===== src/rtl/nav_pkg.sv =====
// Shared navigation encodings: motor direction/power commands and the wall-follow state set.
// Also holds the command lookup for each state and the no-echo substitution.
package nav_pkg;

  typedef enum logic [2:0] {
    ST_IDLE      = 3'd0,
    ST_CRUISE    = 3'd1,
    ST_CORRECT_R = 3'd2,
    ST_CORRECT_L = 3'd3,
    ST_BACKOFF   = 3'd4,
    ST_PIVOT_R   = 3'd5
  } nav_state_e;

  localparam logic [4:0] DIR_NEUTRAL       = 5'b00000;
  localparam logic [4:0] DIR_FORWARD       = 5'b00001;
  localparam logic [4:0] DIR_REVERSE       = 5'b00010;
  localparam logic [4:0] DIR_FORWARD_RIGHT = 5'b00011;
  localparam logic [4:0] DIR_BACK_RIGHT    = 5'b00100;
  localparam logic [4:0] DIR_FORWARD_LEFT  = 5'b11000;
  localparam logic [4:0] DIR_BACK_LEFT     = 5'b10100;
  localparam logic [4:0] DIR_R_360         = 5'b10011;
  localparam logic [4:0] DIR_L_360         = 5'b11011;

  localparam logic [4:0] PWM_OFF      = 5'b00000;
  localparam logic [4:0] PWM_BOTH_100 = 5'b10111;
  localparam logic [4:0] PWM_BOTH_83  = 5'b01111;
  localparam logic [4:0] PWM_BOTH_67  = 5'b01011;
  localparam logic [4:0] PWM_BOTH_50  = 5'b00111;
  localparam logic [4:0] PWM_BOTH_33  = 5'b00011;
  localparam logic [4:0] PWM_BOTH_17  = 5'b00001;

  // A zero reading means no echo, i.e. nothing in range.
  function automatic logic [7:0] no_echo(input logic [7:0] d);
    return (d == 8'd0) ? 8'hFF : d;
  endfunction

  function automatic logic [4:0] dir_of(input nav_state_e s);
    logic [4:0] r;
    case (s)
      ST_CRUISE:    r = DIR_FORWARD;
      ST_CORRECT_R: r = DIR_FORWARD_RIGHT;
      ST_CORRECT_L: r = DIR_FORWARD_LEFT;
      ST_BACKOFF:   r = DIR_REVERSE;
      ST_PIVOT_R:   r = DIR_R_360;
      default:      r = DIR_NEUTRAL;
    endcase
    return r;
  endfunction

  function automatic logic [4:0] pwm_of(input nav_state_e s);
    logic [4:0] r;
    case (s)
      ST_CRUISE:    r = PWM_BOTH_100;
      ST_CORRECT_R: r = PWM_BOTH_83;
      ST_CORRECT_L: r = PWM_BOTH_83;
      ST_BACKOFF:   r = PWM_BOTH_50;
      ST_PIVOT_R:   r = PWM_BOTH_67;
      default:      r = PWM_OFF;
    endcase
    return r;
  endfunction

endpackage


===== src/rtl/persist_filter.sv =====
// Saturating 3-bit count of consecutive blocked samples; blocked reflects the
// current sample's update so the decision is not delayed by a tick.
module persist_filter #(
  parameter logic [2:0] PERSIST = 3'd3
) (
  input  logic clk,
  input  logic rst_n,
  input  logic tick,
  input  logic below,
  input  logic clear,
  output logic blocked
);

  logic [2:0] cnt_q;
  logic [2:0] cnt_upd;
  logic [2:0] cnt_d;

  always_comb begin
    cnt_upd = cnt_q;
    if (tick) begin
      if (below) begin
        cnt_upd = (cnt_q == 3'd7) ? 3'd7 : cnt_q + 3'd1;
      end else begin
        cnt_upd = 3'd0;
      end
    end
    // clear feeds only the register, never blocked, so no loop through the FSM.
    cnt_d   = clear ? 3'd0 : cnt_upd;
    blocked = tick && (cnt_upd >= PERSIST);
  end

  always_ff @(posedge clk or negedge rst_n) begin
    if (!rst_n) begin
      cnt_q <= 3'd0;
    end else begin
      cnt_q <= cnt_d;
    end
  end

endmodule


===== src/rtl/wall_follow.sv =====
// Left-wall following navigator: filters the front sensor, keeps the side distance
// in band and runs timed back-off / pivot manoeuvres, issuing registered motor commands.
module wall_follow
  import nav_pkg::*;
#(
  parameter logic [7:0] FRONT_STOP    = 8'd12,
  parameter logic [7:0] FRONT_CRASH   = 8'd5,
  parameter logic [7:0] SIDE_NEAR     = 8'd6,
  parameter logic [7:0] SIDE_FAR      = 8'd14,
  parameter logic [7:0] ANGLE_TOL     = 8'd5,
  parameter logic [2:0] PERSIST       = 3'd3,
  parameter logic [7:0] TURN_TICKS    = 8'd8,
  parameter logic [7:0] BACKOFF_TICKS = 8'd4
) (
  input  logic       CLK,
  input  logic       RST_N,
  input  logic       SAMPLE_TICK,
  input  logic       ENABLE,
  input  logic [7:0] DISTANCE_FRONT,
  input  logic [7:0] DISTANCE_BACK,
  input  logic [7:0] DISTANCE_SIDE_FRONT,
  input  logic [7:0] DISTANCE_SIDE_BACK,
  input  logic [7:0] ANGLE,
  input  logic [1:0] ANGLE_DIRECTION,
  output logic [4:0] DIR_STATE,
  output logic [4:0] PWM_STATE,
  output logic [2:0] NAV_STATE
);

  nav_state_e state_q, state_d;
  logic [7:0] tcnt_q, tcnt_d;
  logic [4:0] dir_q, pwm_q;

  logic [7:0] front_s, back_s, side_s;
  logic [8:0] side_sum;
  logic       blocked;
  logic       filt_clear;
  logic       nose_toward, nose_away;

  always_comb begin
    front_s  = no_echo(DISTANCE_FRONT);
    back_s   = no_echo(DISTANCE_BACK);
    side_sum = {1'b0, no_echo(DISTANCE_SIDE_FRONT)} + {1'b0, no_echo(DISTANCE_SIDE_BACK)};
    side_s   = side_sum[8:1];
    // Direction code 11 is invalid and falls through as aligned.
    nose_toward = (ANGLE > ANGLE_TOL) && (ANGLE_DIRECTION == 2'b01);
    nose_away   = (ANGLE > ANGLE_TOL) && (ANGLE_DIRECTION == 2'b10);
  end

  persist_filter #(
    .PERSIST(PERSIST)
  ) u_front_filter (
    .clk    (CLK),
    .rst_n  (RST_N),
    .tick   (SAMPLE_TICK && ENABLE),
    .below  (front_s < FRONT_STOP),
    .clear  (filt_clear),
    .blocked(blocked)
  );

  always_comb begin
    state_d    = state_q;
    tcnt_d     = tcnt_q;
    filt_clear = 1'b0;
    if (!ENABLE) begin
      state_d    = ST_IDLE;
      tcnt_d     = 8'd0;
      filt_clear = 1'b1;
    end else if (SAMPLE_TICK) begin
      case (state_q)
        ST_IDLE: state_d = ST_CRUISE;
        ST_CRUISE, ST_CORRECT_R, ST_CORRECT_L: begin
          if (blocked && (front_s < FRONT_CRASH)) begin
            state_d = ST_BACKOFF;
            tcnt_d  = BACKOFF_TICKS;
          end else if (blocked) begin
            state_d    = ST_PIVOT_R;
            tcnt_d     = TURN_TICKS;
            filt_clear = 1'b1;
          end else if ((side_s < SIDE_NEAR) || nose_toward) begin
            state_d = ST_CORRECT_R;
          end else if ((side_s > SIDE_FAR) || nose_away) begin
            state_d = ST_CORRECT_L;
          end else begin
            state_d = ST_CRUISE;
          end
        end
        ST_BACKOFF: begin
          // Something close behind cuts the back-off short.
          if ((back_s < FRONT_CRASH) || (tcnt_q <= 8'd1)) begin
            state_d    = ST_PIVOT_R;
            tcnt_d     = TURN_TICKS;
            filt_clear = 1'b1;
          end else begin
            tcnt_d = tcnt_q - 8'd1;
          end
        end
        ST_PIVOT_R: begin
          if (tcnt_q <= 8'd1) begin
            state_d = ST_CRUISE;
            tcnt_d  = 8'd0;
          end else begin
            tcnt_d = tcnt_q - 8'd1;
          end
        end
        default: state_d = ST_IDLE;
      endcase
    end
  end

  // Commands are decoded from the next state so they move on the same edge as the state.
  always_ff @(posedge CLK or negedge RST_N) begin
    if (!RST_N) begin
      state_q <= ST_IDLE;
      tcnt_q  <= 8'd0;
      dir_q   <= DIR_NEUTRAL;
      pwm_q   <= PWM_OFF;
    end else begin
      state_q <= state_d;
      tcnt_q  <= tcnt_d;
      dir_q   <= dir_of(state_d);
      pwm_q   <= pwm_of(state_d);
    end
  end

  assign DIR_STATE = dir_q;
  assign PWM_STATE = pwm_q;
  assign NAV_STATE = state_q;

endmodule


===== config.mk =====
export PLATFORM = sky130hd
export DESIGN_NAME = wall_follow
export DESIGN_NICKNAME = d
export VERILOG_FILES = /design/src/rtl/nav_pkg.sv /design/src/rtl/persist_filter.sv /design/src/rtl/wall_follow.sv
export SDC_FILE = /design/constraint.sdc
export NUM_CORES = 1
export LEC_CHECK = 0
export CORE_MARGIN = 3
export CORE_UTILIZATION = 53
export CTS_BUF_LIST = sky130_fd_sc_hd__clkbuf_4 sky130_fd_sc_hd__clkbuf_8
export DETAILED_ROUTE_END_ITERATION = 6
export GPL_ROUTABILITY_DRIVEN = 0
export GPL_TIMING_DRIVEN = 0
export PLACE_DENSITY = 0.86
export SYNTH_ARGS = -nofsm -noshare
export SYNTH_HDL_FRONTEND = slang
export SYNTH_SLANG_ARGS = --single-unit

===== constraint.sdc =====
create_clock -name CLK -period 6.2 [get_ports CLK]
set_input_delay 0.62 -clock CLK [delete_from_list [all_inputs] [get_ports CLK]]
set_output_delay 0.62 -clock CLK [all_outputs]
set_load 0.05 [all_outputs]

# After elaboration in Yosys (flattened, before gate mapping)
# Cells that the tools add are included.
[totals] reg_bits=24 latch_bits=0 ram_bits=0 mem_bits_ro=0 wordCells=80 mem_count=0
[op_classes] addsub=3 mul=0 n_div=0 n_lt_le_gt_ge=8 eq_ne=16 shift=0 mux=32 bitwise=0 reduce_logical=16
[op_table] op="$mux 8" n=10
[op_table] op="$logic_not 8->1" n=4
[op_table] op="$mux 3" n=10
[op_table] op="$pmux 5 s5" n=1
[op_table] op="$lt 8x3->1 const B" n=3
[op_table] op="$pmux 8 s3" n=1
[op_table] op="$pmux 5 s4" n=1
[op_table] op="$eq 3x3->1 const B" n=5
[op_table] op="$eq 3x2->1 const B" n=4
[op_table] op="$pmux 3 s4" n=1
[op_table] op="$add 8x8->9" n=1
[op_table] op="$gt 8x3->1 const B" n=1
[op_table] op="$gt 8x4->1 const B" n=1
[op_table] op="$le 8x1->1 const B" n=1
[op_table] op="$lt 8x4->1 const B" n=1
[op_table] op="$sub 8x1->8 const B" n=1
[op_table] op="$eq 3x1->1 const B" n=2
[op_table] op="$logic_and 1x1->1" n=5
[op_table] op="$mux 1" n=5
[op_table] op="$mux 2" n=2
[op_table] op="$ne 4x1->1 const B" n=1
[op_table] op="$ne 4x4->1 const B" n=1
[op_table] op="$add 3x1->3 const B" n=1
[op_table] op="$ge 3x2->1 const B" n=1
[op_table] op="9 further kinds" n=11

# Longest topological paths before layout
[logic_depth] depth_word=15 depth_mapped=12

# Modules after synthesis
# From an unflattened synthesis, not the netlist that was laid out.
[hier_totals] hier_cells=217 area_unflattened_um2=1894.3
[by_module_without_submodules] mod="wall_follow" n_inst=1 cells_each=202 area_each_um2=1714.1 seq_area_each_um2=475.5
[by_module_without_submodules] mod="persist_filter" n_inst=1 cells_each=15 area_each_um2=180.2 seq_area_each_um2=75.1

# Worst setup path before layout
# No wires, ideal clock.
[synth_path] path_type="input to register" start="input DISTANCE_SIDE_BACK[4]" end="register pwm_q[1], in the netlist PWM_STATE[1]" arrival_time_ns=3.298 required_ns=6.075 slack_ns=2.777 cell_stages=11 path_buffers=0 path_cell_list="nor4_1 nand2_1 nand2b_1 ha_1 or4_4 a2111oi_4 a311o_2 o211ai_4 o311ai_4 nand3_2 mux2_2"
[synth_via] elab_chain_cells=15
[synth_rtl] element="start, declared" line="wall_follow.sv:22" text="input logic [7:0] DISTANCE_SIDE_BACK,"
[synth_rtl] element="$logic_not 8->1" line="nav_pkg.sv:34" text="return (d == 8'd0) ? 8'hFF : d;"
[synth_rtl] element="$mux 8 (*)" line="nav_pkg.sv:34"
[synth_rtl] element="$add 8x8->9 (*)" line="wall_follow.sv:43" text="side_sum = {1'b0, no_echo(DISTANCE_SIDE_FRONT)} + {1'b0, no_echo(DISTANCE_SIDE_BACK)};"
[synth_rtl] element="$gt 8x4->1" line="wall_follow.sv:82" text="end else if ((side_s > SIDE_FAR) || nose_away) begin"
[synth_rtl] element="$logic_or 1x1->1" line="wall_follow.sv:82"
[synth_rtl] element="$mux 2" line="wall_follow.sv:82"
[synth_rtl] element="$mux 2 (*)" line="wall_follow.sv:80" text="end else if ((side_s < SIDE_NEAR) || nose_toward) begin"
[synth_rtl] element="$mux 3 (*)" line="wall_follow.sv:76" text="end else if (blocked) begin"
[synth_rtl] element="$mux 3 (*)" line="wall_follow.sv:73" text="if (blocked && (front_s < FRONT_CRASH)) begin"
[synth_rtl] element="$pmux 3 s4 (*)" line="wall_follow.sv:70" text="case (state_q)"
[synth_rtl] element="$mux 3 (*)" line="wall_follow.sv:69" text="end else if (SAMPLE_TICK) begin"
[synth_rtl] element="$mux 3 (*)" line="wall_follow.sv:65" text="if (!ENABLE) begin"
[synth_rtl] element="$eq 3x2->1" line="nav_pkg.sv:52" text="case (s)"
[synth_rtl] element="$reduce_or 2->1 (no source line)"
[synth_rtl] element="$pmux 5 s4 (*)" line="nav_pkg.sv:52"
[synth_rtl] element="end signal, assigned" line="wall_follow.sv:122" text="pwm_q <= pwm_of(state_d);"
[synth_rtl] element="end, declared" line="wall_follow.sv:32" text="logic [4:0] dir_q, pwm_q;"
# Mark *: on every way between the ends. The rest lies on a longest branch, timed or not.
# A chain may end at the register's enable or synchronous reset.

# Worst setup path in the final report
# Same ends and word-level chain as after synthesis.

==> flow_summary.yaml <==
floorplan:
  start_util_pct: 58.0
  core_area_um2: 3520
  dieArea_um2: 4630
  rows: 21
  dieHeight_um: 68.1
  die_w_um: 68.1
  ios: 59
synth:
  yosysUniqueCellTypes: 66
  synthArstFlopShare_pct: 100
  netlist.area_leader.share_pct: 27.0
  yosysTopAreaCell: "dfrtp_1"
  synth_sequential_area_ratio_pct: 27.0
  synth_edf_count: 0
  yosysWarnings: 0
  synthesis.nets: 297
  synth_flop_cell: "dfrtp_1"
  yosys-top-cells-area: "dfrtp_1 (27%), ha_1 (6.1%), o21ai_0 (4.7%), nand2b_1 (4.3%), a21oi_1 (3.4%)"
  synthCells: 240
  ys_ff_latch: 22
  avgSynthCellArea_um2: 8.51
  netlist_top_cells_count: "dfrtp_1 (22), o21ai_0 (19), nand2_1 (17), nor2_1 (17)"
  synth.most_common_cell: "dfrtp_1"
  synth_area_um2: 2040
clocking:
  cts_setup_buffers: 0
  clock_path_buffers: 2
  holdBufCountCts: 0
  path_clk_slew_ns: 0.09
  ctsResizeCount: 0
  tritoncts: "built"
  clock_latency_ns: 0.27
  htree_num_levels: 1
  clock_sinks: 22
  cts_buffers: 3
  cts_root_buf: "clkbuf_8"
power_and_ir_drop:
  seqPwrFrac_pct: 32.7
  clkPwrFrac_pct: 27.8
  power_uw: 489
  switchingPower_uw: 166
  peakVddDrop_mv: 0.138
  switching_share_pct: 33.9
  combPwrFrac_pct: 39.6
  p_leak_nw: 1.15
  p_int_uw: 324
  p_per_area_nw_per_um2: 179
timing:
  relSlewSlack_pct: 33.8
  setup_viol: 0
  maxSlewViolCount: 0
  rsz0062_at_grt: "no"
  fin_setup_tns_ns: 0
  hold_violations: 0
  clock_skew_ns: 0.00697
  fin_crit_sh_pct: 63.3
  worst_pin_slew_ns: 0.989
  whs_ns: 0.485
  fmax_ghz: 0.255
  min_period_ns: 3.93
worst_setup_path:
  critPathBufInv: 1
  arrival_ns: 4.08
  crit_path_cell_trace: "clkdlybuf4s50_1 -> nor4_1 -> nand2_1 -> nand2b_1 -> ha_1 -> or4_4 -> a2111oi_4 -> a311o_2 -> o211ai_4 -> o311ai_4 -> nand3_2 -> mux2_2"
  critPathRequiredTime_ns: 6.35
  worstSetupPathType: "in2reg"
  r2r_start: "u_front_filter.cnt_q[0]"
  slowest_stage: "or4_4"
  setup.worst_path.start_class: "primary input"
  slowest_delay_ns: 0.54
  critPathTopFamily: "simple AND/OR/NAND/NOR gates"
  cp-end-kind: "register"
  path_max_fanout: 7
  crit_path_start: "DISTANCE_SIDE_BACK[4]"
place:
  hpwl_um: 4120
  dp.cells: 342
  port_buffers: 56
routing:
  vias: 2069
  wl_per_cell_um: 14.5
  drt.antenna.violating_nets: 0
  drcViolationCount: 0
  drt_iter0_drc: 101
  vias_per_cell: 5.98
  dr.pass1.iters: 4
  wirelength_um: 5020
grt:
  grt-ovfl-total: 0
  grt_first_pass_wirelength_um: 8270
  grt_pass1_vias: 2017
  grt_use_total_pct: 22.6
  antenna_found_initial: 0
  grt_max_degree: 23
job:
  max-cap-violations: 0
cells_and_area:
  antenna_cells: 0
  final_layout_size_suffix_gt1_share_pct: 9.67
  nNetsFinal: 358
  fillCellCount: 279
  fin_cells: 346
  final_util_pct: 77.6
  syn_to_final_growth_pct: 33.8
worst_hold_path:
  worstHoldStart: "tcnt_q[7]"
  min_path_type: "reg2reg"
run_status:
  status: "finished clean"
## worst paths after layout
| check | cells after the start | slack (ns) | endpoint |
|---|---|---|---|
| max | 12 | 2.27 | PWM_STATE[1] |
| min | 1 | 0.48 | tcnt_q[7] |
| max reg2reg | 9 | 3.65 | PWM_STATE[3] |
| min reg2reg | 1 | 0.48 | tcnt_q[7] |
| max in group asynchronous | 1 | 4.71 | tcnt_q[0] |
| min in group asynchronous | 1 | 0.89 | u_front_filter.cnt_q[1] |
## power groups by stage
stage | Sequential, mW | Combinational [mW] | Clock, mW
6_report | 0.160 | 0.194 | 0.136
5_1_grt | 0.161 | 0.210 | 0.141
4_1_cts | 0.160 | 0.194 | 0.136
3_5_place_dp | 0.163 | 0.193 | 0
3_3_place_gp | 0.162 | 0.189 | 0
2_1_floorplan | 0.188 | 0.0956 | 0
## layer usage
layer | up-vias | GRT usage [%] | wire length, µm
met3 | 8 | 4.11 | 361
met2 | 66 | 40.9 | 2410
met5 | - | 0 | 0
met4 | 0 | 6.20 | 83
li1 | 1029 | - | -
met1 | 966 | 27.2 | 2160
## cell type report
cell class / count / area (µm²) / area share [%]
clock inverter: 1 / 30.0 / 1.10
clock buffer: 3 / 41.3 / 1.51
sequential: 22 / 551 / 20.2
inverter: 9 / 33.8 / 1.24
multi-input combinational: 200 / 1400 / 51.4
buffer: 9 / 53.8 / 1.97
tap: 46 / 57.6 / 2.11
timing repair buffer: 56 / 561 / 20.5
## cells in the final DEF, fill, tap and decap left out, drive strengths merged, types with 4 or more instances in the layout
master          n
clkdlybuf4s50  56
o31ai           5
clkbuf          5
nand2b         14
a211oi          5
nor2b           8
o21ai          22
nor3            6
a21oi          14
a21o            5
nand2          17
xor2            4
nor2           17
inv             9
dfrtp          22
nor4           12
ha             10
buf             7
## flip-flops by register name (all words and copies together), names as in the netlist
register / count
DIR_STATE: 4
NAV_STATE: 3
PWM_STATE: 4
tcnt_q: 8
u_front_filter.cnt_q: 3
## kinds of logic after synthesis
family | count (synthesis) | synth area share [%]
and+or+nand+nor | 102 | 29.2
AOI/OAI and AO/OA | 78 | 28.5
DFF | 22 | 27.0
buffers and inverters | 18 | 4.29
adders and majority gates | 11 | 7.11
xor gates and xnor gates | 5 | 2.14
muxes | 3 | 1.59
other | 1 | 0.184
## per-stage QoR
stage / instance area (µm²) / worst slack [ns]
floorplan: 2040 / 2.78
detailed placement: 2660 / 1.94
CTS: 2730 / 2.21
global placement: 2660 / 2.06
finish: 2730 / 2.27
global route: 2730 / 2.10
Note: power is estimated with default switching activity, not from simulation.
